## config.mk

```make
export PLATFORM = sky130hd
export DESIGN_NAME = multicycle_control_fsm_flat
export DESIGN_NICKNAME = d
export VERILOG_FILES = /design/src/rtl/multicycle_control_fsm_pkg.sv /design/src/rtl/multicycle_control_fsm_if.sv /design/src/rtl/multicycle_control_fsm_decode.sv /design/src/rtl/multicycle_control_fsm.sv /design/src/flat_wrapper.sv
export SDC_FILE = /design/constraint.sdc
export NUM_CORES = 1
export LEC_CHECK = 0
export CAP_MARGIN = 0
export CORE_ASPECT_RATIO = 1.5
export CORE_MARGIN = 1
export CORE_UTILIZATION = 50
export CTS_BUF_LIST = sky130_fd_sc_hd__clkbuf_8
export CTS_CLUSTER_DIAMETER = 40
export DETAILED_ROUTE_END_ITERATION = 10
export DONT_BUFFER_PORTS = 1
export PLACE_DENSITY = 0.7
export SLEW_MARGIN = 20
export SYNTH_ARGS = -nofsm -noshare
export SYNTH_HDL_FRONTEND = slang
export SYNTH_HIERARCHICAL = 1
export SYNTH_SLANG_ARGS = --single-unit
```

## constraint.sdc

```tcl
create_clock -name clk -period 3.7 [get_ports clk]
set_input_delay 0.37 -clock clk [delete_from_list [all_inputs] [get_ports clk]]
set_output_delay 0.37 -clock clk [all_outputs]
set_load 0.1 [all_outputs]
```

## src/rtl/multicycle_control_fsm_pkg.sv

```systemverilog
// Shared encodings for the multicycle CPU control path: opcodes, functs,
// datapath mux selects, ALU ops, FSM states and the packed control word.
package cpu_defs;

  localparam logic [5:0] OP_RTYPE = 6'h00;
  localparam logic [5:0] OP_J     = 6'h02;
  localparam logic [5:0] OP_JAL   = 6'h03;
  localparam logic [5:0] OP_BNE   = 6'h05;
  localparam logic [5:0] OP_ADDI  = 6'h08;
  localparam logic [5:0] OP_XORI  = 6'h0e;
  localparam logic [5:0] OP_LW    = 6'h23;
  localparam logic [5:0] OP_SW    = 6'h2b;

  localparam logic [5:0] FN_JR    = 6'h08;
  localparam logic [5:0] FN_ADD   = 6'h20;
  localparam logic [5:0] FN_SUB   = 6'h22;
  localparam logic [5:0] FN_SLT   = 6'h2a;

  typedef enum logic [1:0] {ALU_ADD = 2'd0, ALU_SUB = 2'd1, ALU_XOR = 2'd2, ALU_SLT = 2'd3} alu_op_e;
  typedef enum logic [1:0] {PC_ALU = 2'd0, PC_BRANCH = 2'd1, PC_JUMP = 2'd2, PC_REG = 2'd3} pc_src_e;
  typedef enum logic [1:0] {SRCB_REG = 2'd0, SRCB_FOUR = 2'd1, SRCB_SEXT = 2'd2, SRCB_ZEXT = 2'd3} alu_src_b_e;
  typedef enum logic [1:0] {DST_RT = 2'd0, DST_RD = 2'd1, DST_RA = 2'd2} reg_dst_e;
  typedef enum logic [1:0] {WB_ALU = 2'd0, WB_MEM = 2'd1, WB_LINK = 2'd2} mem_to_reg_e;

  typedef enum logic [3:0] {
    S_FETCH     = 4'd0,
    S_DECODE    = 4'd1,
    S_MEM_ADDR  = 4'd2,
    S_MEM_READ  = 4'd3,
    S_MEM_WB    = 4'd4,
    S_MEM_WRITE = 4'd5,
    S_EXEC_R    = 4'd6,
    S_R_WB      = 4'd7,
    S_EXEC_I    = 4'd8,
    S_I_WB      = 4'd9,
    S_BRANCH    = 4'd10,
    S_JUMP      = 4'd11,
    S_JAL       = 4'd12,
    S_JR        = 4'd13,
    S_ILLEGAL   = 4'd14
  } state_e;

  typedef struct packed {
    logic       pc_wren;
    logic       ir_wren;
    logic       reg_wren;
    logic       mem_wren;
    logic [1:0] pc_src;
    logic       alu_src_a;
    logic [1:0] alu_src_b;
    logic [1:0] alu_op;
    logic [1:0] reg_dst;
    logic [1:0] mem_to_reg;
    logic       instr_done;
    logic       illegal;
  } ctrl_t;

  function automatic alu_op_e funct_alu_op(input logic [5:0] funct);
    case (funct)
      FN_SUB:  return ALU_SUB;
      FN_SLT:  return ALU_SLT;
      default: return ALU_ADD;
    endcase
  endfunction

endpackage

```

## src/rtl/multicycle_control_fsm_if.sv

```systemverilog
// Controller <-> datapath bundle: IR fields and zero flag in, enables,
// mux selects and debug/status out.
interface multicycle_control_fsm_if;
  logic [5:0]  opcode;
  logic [5:0]  funct;
  logic        zero;
  logic        pc_wren;
  logic        ir_wren;
  logic        reg_wren;
  logic        mem_wren;
  logic [1:0]  pc_src;
  logic        alu_src_a;
  logic [1:0]  alu_src_b;
  logic [1:0]  alu_op;
  logic [1:0]  reg_dst;
  logic [1:0]  mem_to_reg;
  logic        instr_done;
  logic        illegal;
  logic [3:0]  state;
  logic [31:0] retire_count;

  modport master (
    input  opcode, funct, zero,
    output pc_wren, ir_wren, reg_wren, mem_wren, pc_src, alu_src_a, alu_src_b,
           alu_op, reg_dst, mem_to_reg, instr_done, illegal, state, retire_count
  );

  modport slave (
    output opcode, funct, zero,
    input  pc_wren, ir_wren, reg_wren, mem_wren, pc_src, alu_src_a, alu_src_b,
           alu_op, reg_dst, mem_to_reg, instr_done, illegal, state, retire_count
  );
endinterface

```

## src/rtl/multicycle_control_fsm_decode.sv

```systemverilog
// Combinational half of the control FSM: current state plus IR fields and
// zero flag produce the control word and the next state.
module control_decode
  import cpu_defs::*;
#(
  parameter bit ILLEGAL_HALT = 1'b1
) (
  input  state_e     state_i,
  input  logic [5:0] opcode_i,
  input  logic [5:0] funct_i,
  input  logic       zero_i,
  output ctrl_t      ctrl_o,
  output state_e     next_o
);

  logic bad;

  always_comb begin
    ctrl_o = '0;
    next_o = S_FETCH;
    bad    = 1'b0;
    case (state_i)
      S_FETCH: begin
        ctrl_o.ir_wren   = 1'b1;
        ctrl_o.pc_wren   = 1'b1;
        ctrl_o.alu_src_b = SRCB_FOUR;
        next_o           = S_DECODE;
      end
      S_DECODE: begin
        case (opcode_i)
          OP_LW, OP_SW:     next_o = S_MEM_ADDR;
          OP_ADDI, OP_XORI: next_o = S_EXEC_I;
          OP_BNE:           next_o = S_BRANCH;
          OP_J:             next_o = S_JUMP;
          OP_JAL:           next_o = S_JAL;
          OP_RTYPE: begin
            case (funct_i)
              FN_ADD, FN_SUB, FN_SLT: next_o = S_EXEC_R;
              FN_JR:                  next_o = S_JR;
              default:                bad    = 1'b1;
            endcase
          end
          default: bad = 1'b1;
        endcase
        // Undefined instructions either halt for debug or retire as a NOP
        if (bad) begin
          if (ILLEGAL_HALT) begin
            next_o = S_ILLEGAL;
          end else begin
            next_o            = S_FETCH;
            ctrl_o.instr_done = 1'b1;
          end
        end
      end
      S_MEM_ADDR: begin
        ctrl_o.alu_src_a = 1'b1;
        ctrl_o.alu_src_b = SRCB_SEXT;
        next_o           = (opcode_i == OP_LW) ? S_MEM_READ : S_MEM_WRITE;
      end
      S_MEM_READ: next_o = S_MEM_WB;
      S_MEM_WB: begin
        ctrl_o.reg_wren   = 1'b1;
        ctrl_o.mem_to_reg = WB_MEM;
        ctrl_o.instr_done = 1'b1;
      end
      S_MEM_WRITE: begin
        ctrl_o.mem_wren   = 1'b1;
        ctrl_o.instr_done = 1'b1;
      end
      S_EXEC_R: begin
        ctrl_o.alu_src_a = 1'b1;
        ctrl_o.alu_op    = funct_alu_op(funct_i);
        next_o           = S_R_WB;
      end
      S_R_WB: begin
        ctrl_o.reg_wren   = 1'b1;
        ctrl_o.reg_dst    = DST_RD;
        ctrl_o.alu_op     = funct_alu_op(funct_i);
        ctrl_o.instr_done = 1'b1;
      end
      S_EXEC_I, S_I_WB: begin
        ctrl_o.alu_src_a = 1'b1;
        if (opcode_i == OP_XORI) begin
          ctrl_o.alu_src_b = SRCB_ZEXT;
          ctrl_o.alu_op    = ALU_XOR;
        end else begin
          ctrl_o.alu_src_b = SRCB_SEXT;
        end
        if (state_i == S_I_WB) begin
          ctrl_o.reg_wren   = 1'b1;
          ctrl_o.instr_done = 1'b1;
        end else begin
          next_o = S_I_WB;
        end
      end
      S_BRANCH: begin
        ctrl_o.alu_src_a  = 1'b1;
        ctrl_o.alu_op     = ALU_SUB;
        ctrl_o.pc_src     = PC_BRANCH;
        ctrl_o.pc_wren    = ~zero_i;
        ctrl_o.instr_done = 1'b1;
      end
      S_JUMP: begin
        ctrl_o.pc_wren    = 1'b1;
        ctrl_o.pc_src     = PC_JUMP;
        ctrl_o.instr_done = 1'b1;
      end
      S_JAL: begin
        ctrl_o.pc_wren    = 1'b1;
        ctrl_o.pc_src     = PC_JUMP;
        ctrl_o.reg_wren   = 1'b1;
        ctrl_o.reg_dst    = DST_RA;
        ctrl_o.mem_to_reg = WB_LINK;
        ctrl_o.instr_done = 1'b1;
      end
      S_JR: begin
        ctrl_o.pc_wren    = 1'b1;
        ctrl_o.pc_src     = PC_REG;
        ctrl_o.instr_done = 1'b1;
      end
      S_ILLEGAL: begin
        ctrl_o.illegal = 1'b1;
        next_o         = S_ILLEGAL;
      end
      default: next_o = S_FETCH;
    endcase
  end

endmodule

```

## src/rtl/multicycle_control_fsm.sv

```systemverilog
// Multicycle CPU control FSM: state register and retire counter; control
// decode lives in control_decode.
//
// state | meaning
// 0 FETCH | IR <= mem[PC], PC <= PC+4
// 1 DECODE | opcode/funct dispatch
// 2 MEM_ADDR | base + sign-ext offset
// 3 MEM_READ | data memory read
// 4 MEM_WB | rt <= memory data
// 5 MEM_WRITE | memory store
// 6 EXEC_R | R-type ALU op
// 7 R_WB | rd <= ALU out
// 8 EXEC_I | immediate ALU op
// 9 I_WB | rt <= ALU out
// 10 BRANCH | BNE compare, PC <= target if not equal
// 11 JUMP | PC <= jump target
// 12 JAL | PC <= jump target, $31 <= PC
// 13 JR | PC <= rs
// 14 ILLEGAL | sticky halt until reset
module multicycle_control_fsm
  import cpu_defs::*;
#(
  parameter bit ILLEGAL_HALT = 1'b1
) (
  input logic                   clk,
  input logic                   reset,
  multicycle_control_fsm_if.master bus
);

  state_e      state_q, state_d;
  logic [31:0] retire_count_q;
  ctrl_t       ctrl, ctrl_g;

  control_decode #(.ILLEGAL_HALT(ILLEGAL_HALT)) u_decode (
    .state_i  (state_q),
    .opcode_i (bus.opcode),
    .funct_i  (bus.funct),
    .zero_i   (bus.zero),
    .ctrl_o   (ctrl),
    .next_o   (state_d)
  );

  always_ff @(posedge clk or posedge reset) begin
    if (reset) begin
      state_q        <= S_FETCH;
      retire_count_q <= '0;
    end else begin
      state_q <= state_d;
      if (ctrl.instr_done) retire_count_q <= retire_count_q + 32'd1;
    end
  end

  // FETCH would otherwise assert PC/IR writes while reset is still held
  assign ctrl_g = reset ? '0 : ctrl;

  assign bus.pc_wren      = ctrl_g.pc_wren;
  assign bus.ir_wren      = ctrl_g.ir_wren;
  assign bus.reg_wren     = ctrl_g.reg_wren;
  assign bus.mem_wren     = ctrl_g.mem_wren;
  assign bus.pc_src       = ctrl_g.pc_src;
  assign bus.alu_src_a    = ctrl_g.alu_src_a;
  assign bus.alu_src_b    = ctrl_g.alu_src_b;
  assign bus.alu_op       = ctrl_g.alu_op;
  assign bus.reg_dst      = ctrl_g.reg_dst;
  assign bus.mem_to_reg   = ctrl_g.mem_to_reg;
  assign bus.instr_done   = ctrl_g.instr_done;
  assign bus.illegal      = ctrl_g.illegal;
  assign bus.state        = state_q;
  assign bus.retire_count = retire_count_q;

endmodule
```

## src/flat_wrapper.sv

```systemverilog
// flat-port wrapper written by rule: the top's interface ports become plain ports
module multicycle_control_fsm_flat import cpu_defs::*;
#(
  parameter bit ILLEGAL_HALT = 1'b1
)
  (clk, reset, bus_opcode, bus_funct, bus_zero, bus_pc_wren, bus_ir_wren, bus_reg_wren, bus_mem_wren, bus_pc_src, bus_alu_src_a, bus_alu_src_b, bus_alu_op, bus_reg_dst, bus_mem_to_reg, bus_instr_done, bus_illegal, bus_state, bus_retire_count);
  multicycle_control_fsm_if bus_i ();
  input logic clk;
  input logic reset;
  input wire logic [$bits(bus_i.opcode)-1:0] bus_opcode;
  input wire logic [$bits(bus_i.funct)-1:0] bus_funct;
  input wire logic [$bits(bus_i.zero)-1:0] bus_zero;
  output wire logic [$bits(bus_i.pc_wren)-1:0] bus_pc_wren;
  output wire logic [$bits(bus_i.ir_wren)-1:0] bus_ir_wren;
  output wire logic [$bits(bus_i.reg_wren)-1:0] bus_reg_wren;
  output wire logic [$bits(bus_i.mem_wren)-1:0] bus_mem_wren;
  output wire logic [$bits(bus_i.pc_src)-1:0] bus_pc_src;
  output wire logic [$bits(bus_i.alu_src_a)-1:0] bus_alu_src_a;
  output wire logic [$bits(bus_i.alu_src_b)-1:0] bus_alu_src_b;
  output wire logic [$bits(bus_i.alu_op)-1:0] bus_alu_op;
  output wire logic [$bits(bus_i.reg_dst)-1:0] bus_reg_dst;
  output wire logic [$bits(bus_i.mem_to_reg)-1:0] bus_mem_to_reg;
  output wire logic [$bits(bus_i.instr_done)-1:0] bus_instr_done;
  output wire logic [$bits(bus_i.illegal)-1:0] bus_illegal;
  output wire logic [$bits(bus_i.state)-1:0] bus_state;
  output wire logic [$bits(bus_i.retire_count)-1:0] bus_retire_count;
  assign bus_i.opcode = bus_opcode;
  assign bus_i.funct = bus_funct;
  assign bus_i.zero = bus_zero;
  assign bus_pc_wren = bus_i.pc_wren;
  assign bus_ir_wren = bus_i.ir_wren;
  assign bus_reg_wren = bus_i.reg_wren;
  assign bus_mem_wren = bus_i.mem_wren;
  assign bus_pc_src = bus_i.pc_src;
  assign bus_alu_src_a = bus_i.alu_src_a;
  assign bus_alu_src_b = bus_i.alu_src_b;
  assign bus_alu_op = bus_i.alu_op;
  assign bus_reg_dst = bus_i.reg_dst;
  assign bus_mem_to_reg = bus_i.mem_to_reg;
  assign bus_instr_done = bus_i.instr_done;
  assign bus_illegal = bus_i.illegal;
  assign bus_state = bus_i.state;
  assign bus_retire_count = bus_i.retire_count;
  multicycle_control_fsm #(.ILLEGAL_HALT(ILLEGAL_HALT)) u_core (.clk(clk), .reset(reset), .bus(bus_i));
endmodule
```

After elaboration in Yosys (flattened, before gate mapping):

Cells that the tools add are included.

* register bits after elaboration: 36
* bits of input ports: 15
* output and inout bits: 53
* logic and storage cells: 69

* $add $sub $neg: 1
* equality and inequality tests: 25
* mux-type cells: 26
* bitwise operators: 1
* reduce and logical (&&, ||, !) cells: 14

Operator list (count)
* $add 32x1->32 const B: 1
* $eq 6x6->1 const B: 5
* $eq 4x4->1 const B: 7
* $pmux 4 s7: 1
* $pmux 4 s6: 1
* $eq 6x4->1 const B: 3
* $pmux 2 s3: 3
* $mux 17: 1
* $eq 4x3->1 const B: 4
* $reduce_or 7->1: 2
* $eq 6x2->1 const B: 2
* $pmux 2 s2: 3
* $reduce_or 2->1: 5
* $eq 4x2->1 const B: 2
* $mux 1: 8
* $mux 4: 2
* $pmux 1 s2: 4
* $pmux 4 s2: 1
* $reduce_or 4->1: 2
* $eq 6x3->1 const B: 1
* $logic_not 6->1: 1
* $reduce_or 3->1: 2
* $reduce_or 5->1: 1
* $eq 4x1->1 const B: 1
* other kinds (4): 4

Depth between registers and ports, before layout:

Gate-level depths: netlist (run 1).

* word-level depth: 7
* depth in mapped cells: 9

Modules after synthesis:

Netlist (run 1), hierarchy kept.

Modules (own cells, without submodules)
* multicycle_control_fsm: instances 1, cells an instance 144, area each 1655.3 µm², sequential area each 900.9 µm²
* control_decode: instances 1, cells an instance 100, area each 593.1 µm², sequential area each 0.0 µm²

Worst setup path after synthesis (run 1):

OpenSTA, ideal clock, no wires.

* kind: register to output
* from: register u_core.state_q[3], in the netlist u_core/bus.state[3]
* to: output port bus_instr_done
* data arrival time: 3501 ps
* slack: -171 ps
* stages on the path, launching flop included: 6
* buffers on the path: 2
* cells stage by stage: dfrtp_1 buf_2 buf_2 nor2_1 nor3_1 nor2b_1

RTL lines
* start, declared: RTL line multicycle_control_fsm.sv:30 `state_e state_q, state_d;`
* start signal, assigned: RTL line multicycle_control_fsm.sv:48 `state_q <= state_d;`
* end, declared: RTL line flat_wrapper.sv:23 `output wire logic [$bits(bus_i.instr_done)-1:0] bus_instr_done;`

==> results of run 1 <==
-- metrics by stage --
stage	cell area [um2]	power, mW
2_1_floorplan	2250	1.47
3_3_place_gp	2670	1.67
3_5_place_dp	2670	1.69
4_1_cts	2760	1.94
5_1_grt	2760	2.01
6_report	2760	1.93
-- cell families (layout without fill, tap and decap cells) --
group,Yosys count,after routing
compound gates,26,26
buf+inv,13,60
fa+ha+maj,1,1
xor+xnor,32,32
flops,36,36
simple gates,133,133
mux,3,3
-- per-layer routing --
metal / up-vias / share of wire [%] / global-route usage (%) / routed length [um]
met5: - / 0 / 0 / 0
met1: 930 / 38 / 20.7 / 1880
met2: 54 / 56 / 41.0 / 2800
met3: 6 / 5.1 / 6.47 / 255
met4: 0 / 1.4 / 8.20 / 69
li1: 955 / - / - / -
-- worst paths after layout --
check | startpoint | to | slack (ps) | depth (start not counted)
worst max-delay path | u_core/bus.state[2] | u_core/bus.retire_count[31] | 530 | 7
max in group asynchronous | reset | u_core/bus.retire_count[18] | 2630 | 3
worst min-delay path | bus_opcode[4] | u_core/bus.state[2] | 290 | 2
min in group asynchronous | reset | u_core/bus.state[2] | 450 | 2
worst max register to register | u_core/bus.state[2] | u_core/bus.retire_count[31] | 530 | 7
worst min register to register | u_core/bus.retire_count[3] | u_core/bus.retire_count[3] | 530 | 1
-- cell type report --
class / instances / area share (%)
repair buffers: 50 / 14.1
multi-input cells: 195 / 47.9
flip-flops and latches: 36 / 32.6
clock buffers: 5 / 2.49
well taps: 46 / 2.08
inverters: 3 / 0.408
clock inverters: 2 / 0.317
-- cell usage in the layout (no fill, tap or decap), types with 5 or more instances in the layout --
master	n
and3_1	7
clkbuf_8	5
a21oi_1	5
buf_4	48
xor2_1	16
xnor2_1	16
nand3_1	17
dfrtp_1	36
o21ai_0	6
nand2_1	20
and4_1	7
nor4_1	7
nor2b_2	18
nor3_1	12
nand2b_1	9
nor2_1	16
-- worst max-delay path: cells and delay by family (launching register included) --
kind             cells  cell delay, ps
AND/OR/NAND/NOR      5            2200
AO/OA/AOI/OAI        1             100
XOR/XNOR             1             200
flip-flops           1             560
-- registers in the layout, indices dropped and copies added, names as in the netlist --
register	cells
u_core/bus.retire_count	32
u_core/bus.state	4
-- synthesized netlist by cell type (all sizes together) --
cell      n  share of area, %
o31ai     1              0.33
nor4b     2              0.78
or4b      1              0.61
xnor2    16               6.2
nand2    20               3.3
o21ai     6               1.3
a31oi     2              0.56
a21oi     5               1.1
mux2      2               1.0
nand2b   10               3.1
nor4      8               2.5
a22o      1              0.39
inv       3              0.50
o32a      1              0.45
a32oi     1              0.39
o21a      2              0.67
a211oi    1              0.33
and4      7               2.7
nor2b    22               6.2
nand3    17               3.8
dfrtp    36                40
and3      7               1.9
o211ai    1              0.33
nor3     13               3.1
clkbuf    3              0.50
o221ai    1              0.39
mux2i     1              0.45
o21bai    1              0.33
buf       7               1.9
o22a      1              0.39
or3       1              0.28
xor2     16               6.2
a2111oi   1              0.67
ha        1              0.56
nand4     5               2.1
nor4bb    1              0.45
a22oi     1              0.33
nor3b     1              0.33
and2      2              0.56
nor2     16               2.7
-- power groups by stage --
stage	clock [mW]	sequential (mW)	combinational [mW]
after floorplan	0	0.866	0.603
after global placement	0	0.516	1.16
after detailed placement	0	0.518	1.17
after CTS	0.261	0.511	1.17
after global routing	0.271	0.521	1.22
final	0.249	0.511	1.17
==> impl_results.md, run 1 <==
- Sequential cell area fraction in the yosys report: 40.1%
- Mapped Nets: 260
- Yosys warnings: 6
- TritonRoute pass-1 iters: 7
- Min Hold Slack: 292 ps
- Synth Area per Inst: 9.21 um2
- Slew HR: 34.4%
- Sw frac: 55.7%
- Crit path DAT: 3350 ps
- Fmax: 0.316 GHz
- Crit Path Class: reg -> reg
- Mux contribution to synthesized area: 1.45%
- CTS root buf: clkbuf_8
- Pwr Density: 697 mW/mm2
- Final #Nets: 307
- Global-route wire length before repair: 8090 um
- Fill cells: 367
- Flop pwr share: 26.5%
- Switching power: 1.07 mW
- Static leakage: 1.30 nW
- Multi-input logic area: 0.00132 mm2
- Synth Area in Simple Gates: 34.5%
- CP max stage cell: nor3_1
- Routed WL per cell: 14.8 um
- Final core utilization: 64.5%
- Vias per inst: 5.77
- Synth Register Bits: 36
- Area grow syn2layout: 22.8%
- Clk pwr share: 12.9%
- Vias in the first global route: 1,897
- RSZ-0062 raised after global routing: false
- Die Width: 56.8 um
- IO buf count: 0
- Drt initial violations: 71
- Initial antenna violation count: 0
- Post-CTS setup buffers: 0
- Worst-Skew Late Latency: 270 ps
- Final setup viols: 0
- Fin worst setup slack: 534 ps
- Finished Layout Cells: 337
- Crit path required time: 3880 ps
- Synth Instances: 244
- Adder-Cell Fraction of Synth Area: 0.556%
- Worst-path clk slew: 70 ps
- Internal power: 853 uW
- Die area: 0.00477 mm2
- Post-Synthesis Cell Area: 0.00225 mm2
- GPL Wtd Cong: 0.806
- Antenna-violating nets left: 0
- DRC errors left: 10
- Main combinational cell family by area after synthesis: simple AND/OR/NAND/NOR gates
- Total CTS buffers: 5
- Maximum vdd ir drop: 0.596 mV
- Cell variety after synth: 47
- Die height: 84.1 um
- GRT Util Overall: 21.4%
- Final hold violation count: 0
- Register area: 901 um2
- Combinational power share: 60.5%
- Worst hold path type: in -> reg
- Clock skew: 4.64 ps
- Largest net degree at the start of global routing: 33
- Total negative slack: 0 ps
- Xor/xnor cell area share of the yosys netlist: 12.5%
- Crit path cell chain: nor2b_1 -> a211oi_1 -> nor3_1 -> nand4_4 -> or4b_4 -> nor4_2 -> xor2_1
- Core Area: 0.00428 mm2
- Max_cap viols: 0
- # IOs: 68
- Rows: 29
- CTS sink count: 36
- Total grt overflow: 0
- Share of layout cells above drive strength 1: 27.8%
- Starting density of the core: 52.5%
- Period utilisation layout: 85.6%
- Crit path time final: 3170 ps
- H-tree depth: 2
- CP startpoint kind: flip-flop
- CTS tree: built
- Critical path's largest stage delay: 690 ps
- CP max FO: 14
- Worst slack, placed: 536 ps
- Compound-Gate Fraction of Synth Area: 8.01%
- Post-CTS sizing: 0
- Violated checks: DRC
- Vias post-DR: 1,945
- Status: finished, violations left
- Maximum buffer depth of the clock tree: 2
- Final wirelength: 5000 um
- DP Wirelength: 3820 um
- CP Capture Type: flip-flop
- Ant diodes: 0
- Dpl cells: 329
- Slew @ Worst Pin: 985 ps
- Cts hold-fix bufs: 1
- Max-slew violation count: 0
No activity file was read; power rests on OpenSTA's default activity.
==> run 2, diff against run 1 <==
Settings changed: CORE_UTILIZATION 50 to 35, PLACE_DENSITY 0.7 to 0.54.
==> impl_results.md, run 2 (synthesis gave the netlist of run 1 again) <==
- Global-route wire length before repair: 8640 um (+6.7%)
- CTS sink count: 36 (unchanged)
- CP startpoint kind: flip-flop
- Core Area: 0.00617 mm2 (+44%)
- Crit path required time: 3830 ps (-50 ps)
- Maximum buffer depth of the clock tree: 2 (unchanged)
- Share of layout cells above drive strength 1: 28.8% (+0.93 points)
- Cts hold-fix bufs: 0 (-1)
- Worst-path clk slew: 70 ps (about the same)
- IO buf count: 0 (unchanged)
- Worst slack, placed: 1000 ps (+466 ps)
- Slew HR: 36.1% (+1.8 points)
- Fill cells: 602 (+64%)
- Starting density of the core: 36.4% (-16 points)
- Fin worst setup slack: 1010 ps (+473 ps)
- DRC errors left: 0 (-10)
- Post-route cell area: 0.00282 mm2 (+2.1%)
- Slew @ Worst Pin: 958 ps (-26.3 ps)
- Antenna-violating nets left: 0 (unchanged)
- Initial antenna violation count: 0 (unchanged)
- CTS tree: built
- Flip-flop count of the largest register after layout: 32 (unchanged)
- Clock skew: 4.88 ps (+0.242 ps)
- Status: complete, no violations
- Max-slew violation count: 0 (unchanged)
- Pwr Density: 706 mW/mm2 (+1.2%)
- # IOs: 68 (unchanged)
- Final #Nets: 308 (+0.33%)
- Vias per inst: 5.29 (-8.4%)
- Routed WL per cell: 14.7 um (-0.76%)
- Ant diodes: 0 (unchanged)
- Die area: 0.00676 mm2 (+41%)
- Worst hold path type: in -> async
- GPL Wtd Cong: 0.749 (-7.0%)
- CTS root buf: clkbuf_8
- Total CTS buffers: 5 (unchanged)
- Die height: 100 um (+19%)
- Vias in the first global route: 1,840 (-3.0%)
- Placed cell area: 0.00272 mm2 (+1.9%)
- Maximum vdd ir drop: 0.472 mV (-21%)
- Crit path DAT: 2830 ps (-520 ps)
- Total negative slack: 0 ps (unchanged)
- Fmax: 0.371 GHz (+18%)
- GRT Util Overall: 16.8% (-4.5 points)
- Max_cap viols: 0 (unchanged)
- Final wirelength: 5390 um (+7.8%)
- Total grt overflow: 0 (unchanged)
- Final setup viols: 0 (unchanged)
- Post-CTS sizing: 0 (unchanged)
- Drt initial violations: 92 (+30%)
- CP max FO: 20 (+6)
- Vias post-DR: 1,935 (-0.51%)
- RSZ-0062 raised after global routing: false
- DP Wirelength: 4060 um (+6.2%)
- CP Capture Type: flip-flop
- Static leakage: 1.31 nW (+0.89%)
- Crit Path Class: reg -> reg
- Crit path time final: 2690 ps (-473 ps)
- Most common cell after layout, fill and taps aside: buf_4
- H-tree depth: 2 (unchanged)
- Largest net degree at the start of global routing: 24 (-27%)
- Area grow syn2layout: 25.4%
- Final hold violation count: 0 (unchanged)
- Worst-Skew Late Latency: 280 ps (about the same)
- Period utilisation layout: 72.8% (-13 points)
- Min Hold Slack: 20.9 ps (-271 ps)
- Rows: 35 (+21%)
- Final core utilization: 45.7% (-19 points)
- Die Width: 67.4 um (+19%)
- Post-CTS setup buffers: 0 (unchanged)
- TritonRoute pass-1 iters: 5 (-2)
- Most frequent cells in the layout: buf_4 (50), dfrtp_1 (36), nand2_1 (20), nor2b_2 (18), nand3_1 (17)
run 2: changes by cell type in the layout (fill, tap and decap cells not counted):
cell / delta
buf_4: +2
clkbuf_8: +2
clkinv_2: -1
dlygate4sd3_1: -1
inv_1: -1
run 2: area by class of cell:
cell class                 count  area, um2  share of cell area (%)
clock buffer                   7       96.3                    3.42
inverter                       3       11.3                   0.399
multi-input combinational    195       1320                    46.9
sequential                    36        901                    31.9
tap                           74       92.6                    3.28
timing repair buffer          51        395                    14.0
run 2: through the flow:
step           power [mW]  cells
2_1_floorplan        1.47    244
3_3_place_gp         1.70    359
3_5_place_dp         1.70    359
4_1_cts              2.01    366
5_1_grt              2.10    366
6_report             1.99    366
run 2: worst paths after layout:
kind | from | endpoint | slack [ps] | depth (start not counted)
worst max-delay path | u_core/bus.state[1] | u_core/bus.retire_count[28] | 1010 | 8
worst min-delay path | reset | u_core/bus.retire_count[26] | 20 | 1
worst max register to register | u_core/bus.state[1] | u_core/bus.retire_count[28] | 1010 | 8
worst min register to register | u_core/bus.retire_count[23] | u_core/bus.retire_count[23] | 550 | 1
max in group asynchronous | reset | u_core/bus.retire_count[12] | 2970 | 2
min in group clk | bus_opcode[1] | u_core/bus.state[0] | 290 | 2
run 2: where the power goes:
part	switching, mW	internal [mW]	total (mW)
Combinational	0.880	0.292	1.17
Clock	0.132	0.166	0.297
Sequential	0.0778	0.443	0.521
Total	1.09	0.901	1.99
run 2: critical path, cell delays in order, from the launching register on:
cell and delay [ps]:
dfrtp_1 580, nor2b_1 420, a211oi_1 110, nor3_1 200, buf_4 180, and4_1 250, nand3_1 250, nor4b_1 450
xor2_1 110
run 2: routing by layer:
metal  vias up  GRT usage [%]  wire, um
met5         -              0         0
met4         0           7.36       165
met3        12           4.77       314
met2        73           30.0      2890
met1       894           17.7      2020
li1        956              -         -
==> run 3, diff against run 2 <==
Settings changed: ABC_AREA from default to 1.
Clock period 3.7 ns to 2.7 ns, I/O delays scaled along.
==> impl_results.md, run 3 <==
- Status: complete, no violations
- Dpl cells: 526 (+47%)
- Synth area leader: dfrtp_1
- Compound-Gate Fraction of Synth Area: 3.72% (-4.3 points)
- Final core utilization: 47.2% (+1.5 points)
- GR Util met2: 35.6% (+5.6 points)
- Period utilisation layout: 87.9%
- Maximum vdd ir drop: 0.722 mV (+53%)
- Vias post-DR: 2,508 (+30%)
- Met3 Usage GRT: 2.90% (-1.9 points)
- CTS root buf: clkbuf_8
- Multi-input logic area: 0.00147 mm2 (+11%)
- Largest net degree at the start of global routing: 37 (+54%)
- Slew @ Worst Pin: 957 ps (-0.983 ps)
- Post-synth top cells: nand2_1 (81), nor2_1 (65), inv_1 (64)
- Top cell type's share of synthesized area: 34.8% (-5.3 points)
- Fmax: 0.421 GHz
- Async set-reset flop share out of synthesis: 100% (unchanged)
- Antenna-violating nets left: 0 (unchanged)
- Clock skew: 10.0 ps (+5.15 ps)
- Flip-flop count of the largest register after layout: 32 (unchanged)
- Starting density of the core: 36.1% (-0.32 points)
- CTS tree: built
- Maximum buffer depth of the clock tree: 2 (unchanged)
- Sequential cell area fraction in the yosys report: 34.8% (-5.3 points)
- GPL Wtd Cong: 0.930 (+24%)
- Mux contribution to synthesized area: 0% (-1.4 points)
- Synth Area in Simple Gates: 43.0% (+8.5 points)
- DRC errors left: 0 (unchanged)
- Ant diodes: 0 (unchanged)
- Post-Synthesis Cell Area: 0.00259 mm2 (+15%)
- Pwr Density: 842 mW/mm2 (+19%)
- Max_cap viols: 0 (unchanged)
- Final hold violation count: 0 (unchanged)
- Finished Layout Cells: 535 (+46%)
- Post-synth EDFFs: 0 (unchanged)
- GRT Util Overall: 18.5% (+1.7 points)
- # IOs: 68 (unchanged)
- Total grt overflow: 0 (unchanged)
- Crit path DAT: 2100 ps (-730 ps)
- Die Width: 72.3 um (+7.1%)
- Worst-Skew Late Latency: 290 ps (about the same)
- Slew HR: 36.2% (+0.066 points)
- GR Util met1: 18.7% (+1.0 points)
- Final setup viols: 0 (unchanged)
- Main combinational cell family by area after synthesis: simple AND/OR/NAND/NOR gates
- Post-CTS setup buffers: 0 (unchanged)
- Min Hold Slack: 256 ps (+235 ps)
- Synth Register Bits: 36 (unchanged)
- Mapped Nets: 392 (+51%)
- CP Capture Type: output port
- Setup crit start: u_core/bus.state[1]
- Final #Nets: 450 (+46%)
- Share of layout cells above drive strength 1: 27.8% (-0.95 points)
- Yosys warnings: 6 (unchanged)
- Static leakage: 1.72 nW (+31%)
- Rows: 38 (+8.6%)
- CP max FO: 7 (-65%)
- Max-slew violation count: 0 (unchanged)
- Register area: 901 um2 (unchanged)
- Total CTS buffers: 5 (unchanged)
- Synth Instances: 376 (+54%)
- Worst hold path type: in -> reg
- Most frequent cells in the layout: nand2_1 (81), inv_1 (64), nor2_1 (48), buf_4 (43), dfrtp_1 (36)
- Top Usage Layer GRT: met2
- Synth Area per Inst: 6.89 um2 (-25%)
- Most area-consuming cells after synthesis: dfrtp_1 (35%), nand2_1 (12%), nor2_1 (9.4%), inv_1 (9.3%), nand3_1 (5.4%)
- Most used flip-flop cell after synthesis: dfrtp_1
- Reg-to-reg startpoint: u_core/bus.state[2]
- RSZ-0062 raised after global routing: false
- CTS sink count: 36 (unchanged)
- Initial antenna violation count: 0 (unchanged)
- Drt initial violations: 95 (+3.3%)
- Crit Path Class: reg -> out
- TritonRoute pass-1 iters: 5 (unchanged)
- Most frequent cell after synthesis: nand2_1
- Vias per inst: 4.69 (-11%)
- Worst-path clk slew: 80 ps (about the same)
- Vias in the first global route: 2,468 (+34%)
- H-tree depth: 2 (unchanged)
- Xor/xnor cell area share of the yosys netlist: 7.44% (-5.0 points)
- CP startpoint kind: flip-flop
- Fill cells: 739 (+23%)
- Die area: 0.00776 mm2 (+15%)
- Core Area: 0.00718 mm2 (+16%)
- Most common cell after layout, fill and taps aside: nand2_1
- Global-route wire length before repair: 11,100 um (+29%)
- Adder-Cell Fraction of Synth Area: 0.483% (-0.074 points)
- Final wirelength: 6740 um (+25%)
- IO buf count: 0 (unchanged)
- Die height: 107 um (+7.2%)
- DP Wirelength: 5500 um (+35%)
- Crit path required time: 2430 ps (-1400 ps)
- Crit path time final: 2370 ps
- Cell variety after synth: 28 (-40%)
- Routed WL per cell: 12.6 um (-14%)
- Area grow syn2layout: 30.8%
- HP Start: bus_opcode[4]
==> run 3: final timing paths <==
check,slack [ps],cells after the start,endpoint
worst max-delay path,330,10,bus_pc_wren
worst min-delay path,260,4,u_core/bus.state[2]
worst max register to register,660,9,u_core/bus.retire_count[19]
max in group asynchronous,1830,3,u_core/bus.state[3]
worst min register to register,500,2,u_core/bus.retire_count[21]
min in group asynchronous,540,3,u_core/bus.retire_count[0]
==> run 3: cell families (layout without fill, tap and decap cells) <==
family	Yosys count	count (layout)
adder cells (fa/ha/maj)	1	1
AND/OR/NAND/NOR	229	229
flip-flops	36	36
buffers and inverters	72	131
AO/OA/AOI/OAI	16	16
XOR/XNOR	22	22
==> run 3: through the flow <==
step | TNS, ps | cell area (um2) | setup slack [ps] | total power [mW]
after floorplan | -138 | 2640 | -138 | 2.07
after global placement | 0 | 3290 | 612 | 2.49
after detailed placement | 0 | 3290 | 647 | 2.49
after CTS | 0 | 3390 | 313 | 2.89
after global routing | 0 | 3390 | 217 | 3.00
final | 0 | 3390 | 327 | 2.86
==> run 3: cell type report <==
type / instances / share of cell area [%]
multi-input combinational: 268 / 43.3
sequential: 36 / 26.6
timing repair buffer: 55 / 16.3
inverter: 68 / 7.53
tap: 100 / 3.69
clock buffer: 5 / 2.03
clock inverter: 3 / 0.554
==> run 3: what timing repair did <==
item | in CTS | in global routing
hold buffers | 1 | 0
hold endpoints to repair | 36 | 0
resized for setup | 0 | 0
==> run 3: routing by layer <==
layer	wire [um]	up-vias
li1	-	1267
met1	2540	1162
met2	3690	65
met3	259	14
met4	247	0
met5	0	-
==> run 3: worst max-delay path: stages, from the launching register on <==
cell	delay, ps
dfrtp_1	470
buf_4	350
inv_2	70
nor2_2	180
inv_2	80
nor2_1	100
inv_1	80
o211ai_2	130
inv_1	80
nor2_4	100
buf_12	180
==> run 3: report_power, final <==
part | internal (mW) | switching, mW
combinational | 0.427 | 1.34
sequential | 0.612 | 0.0848
clock | 0.180 | 0.208
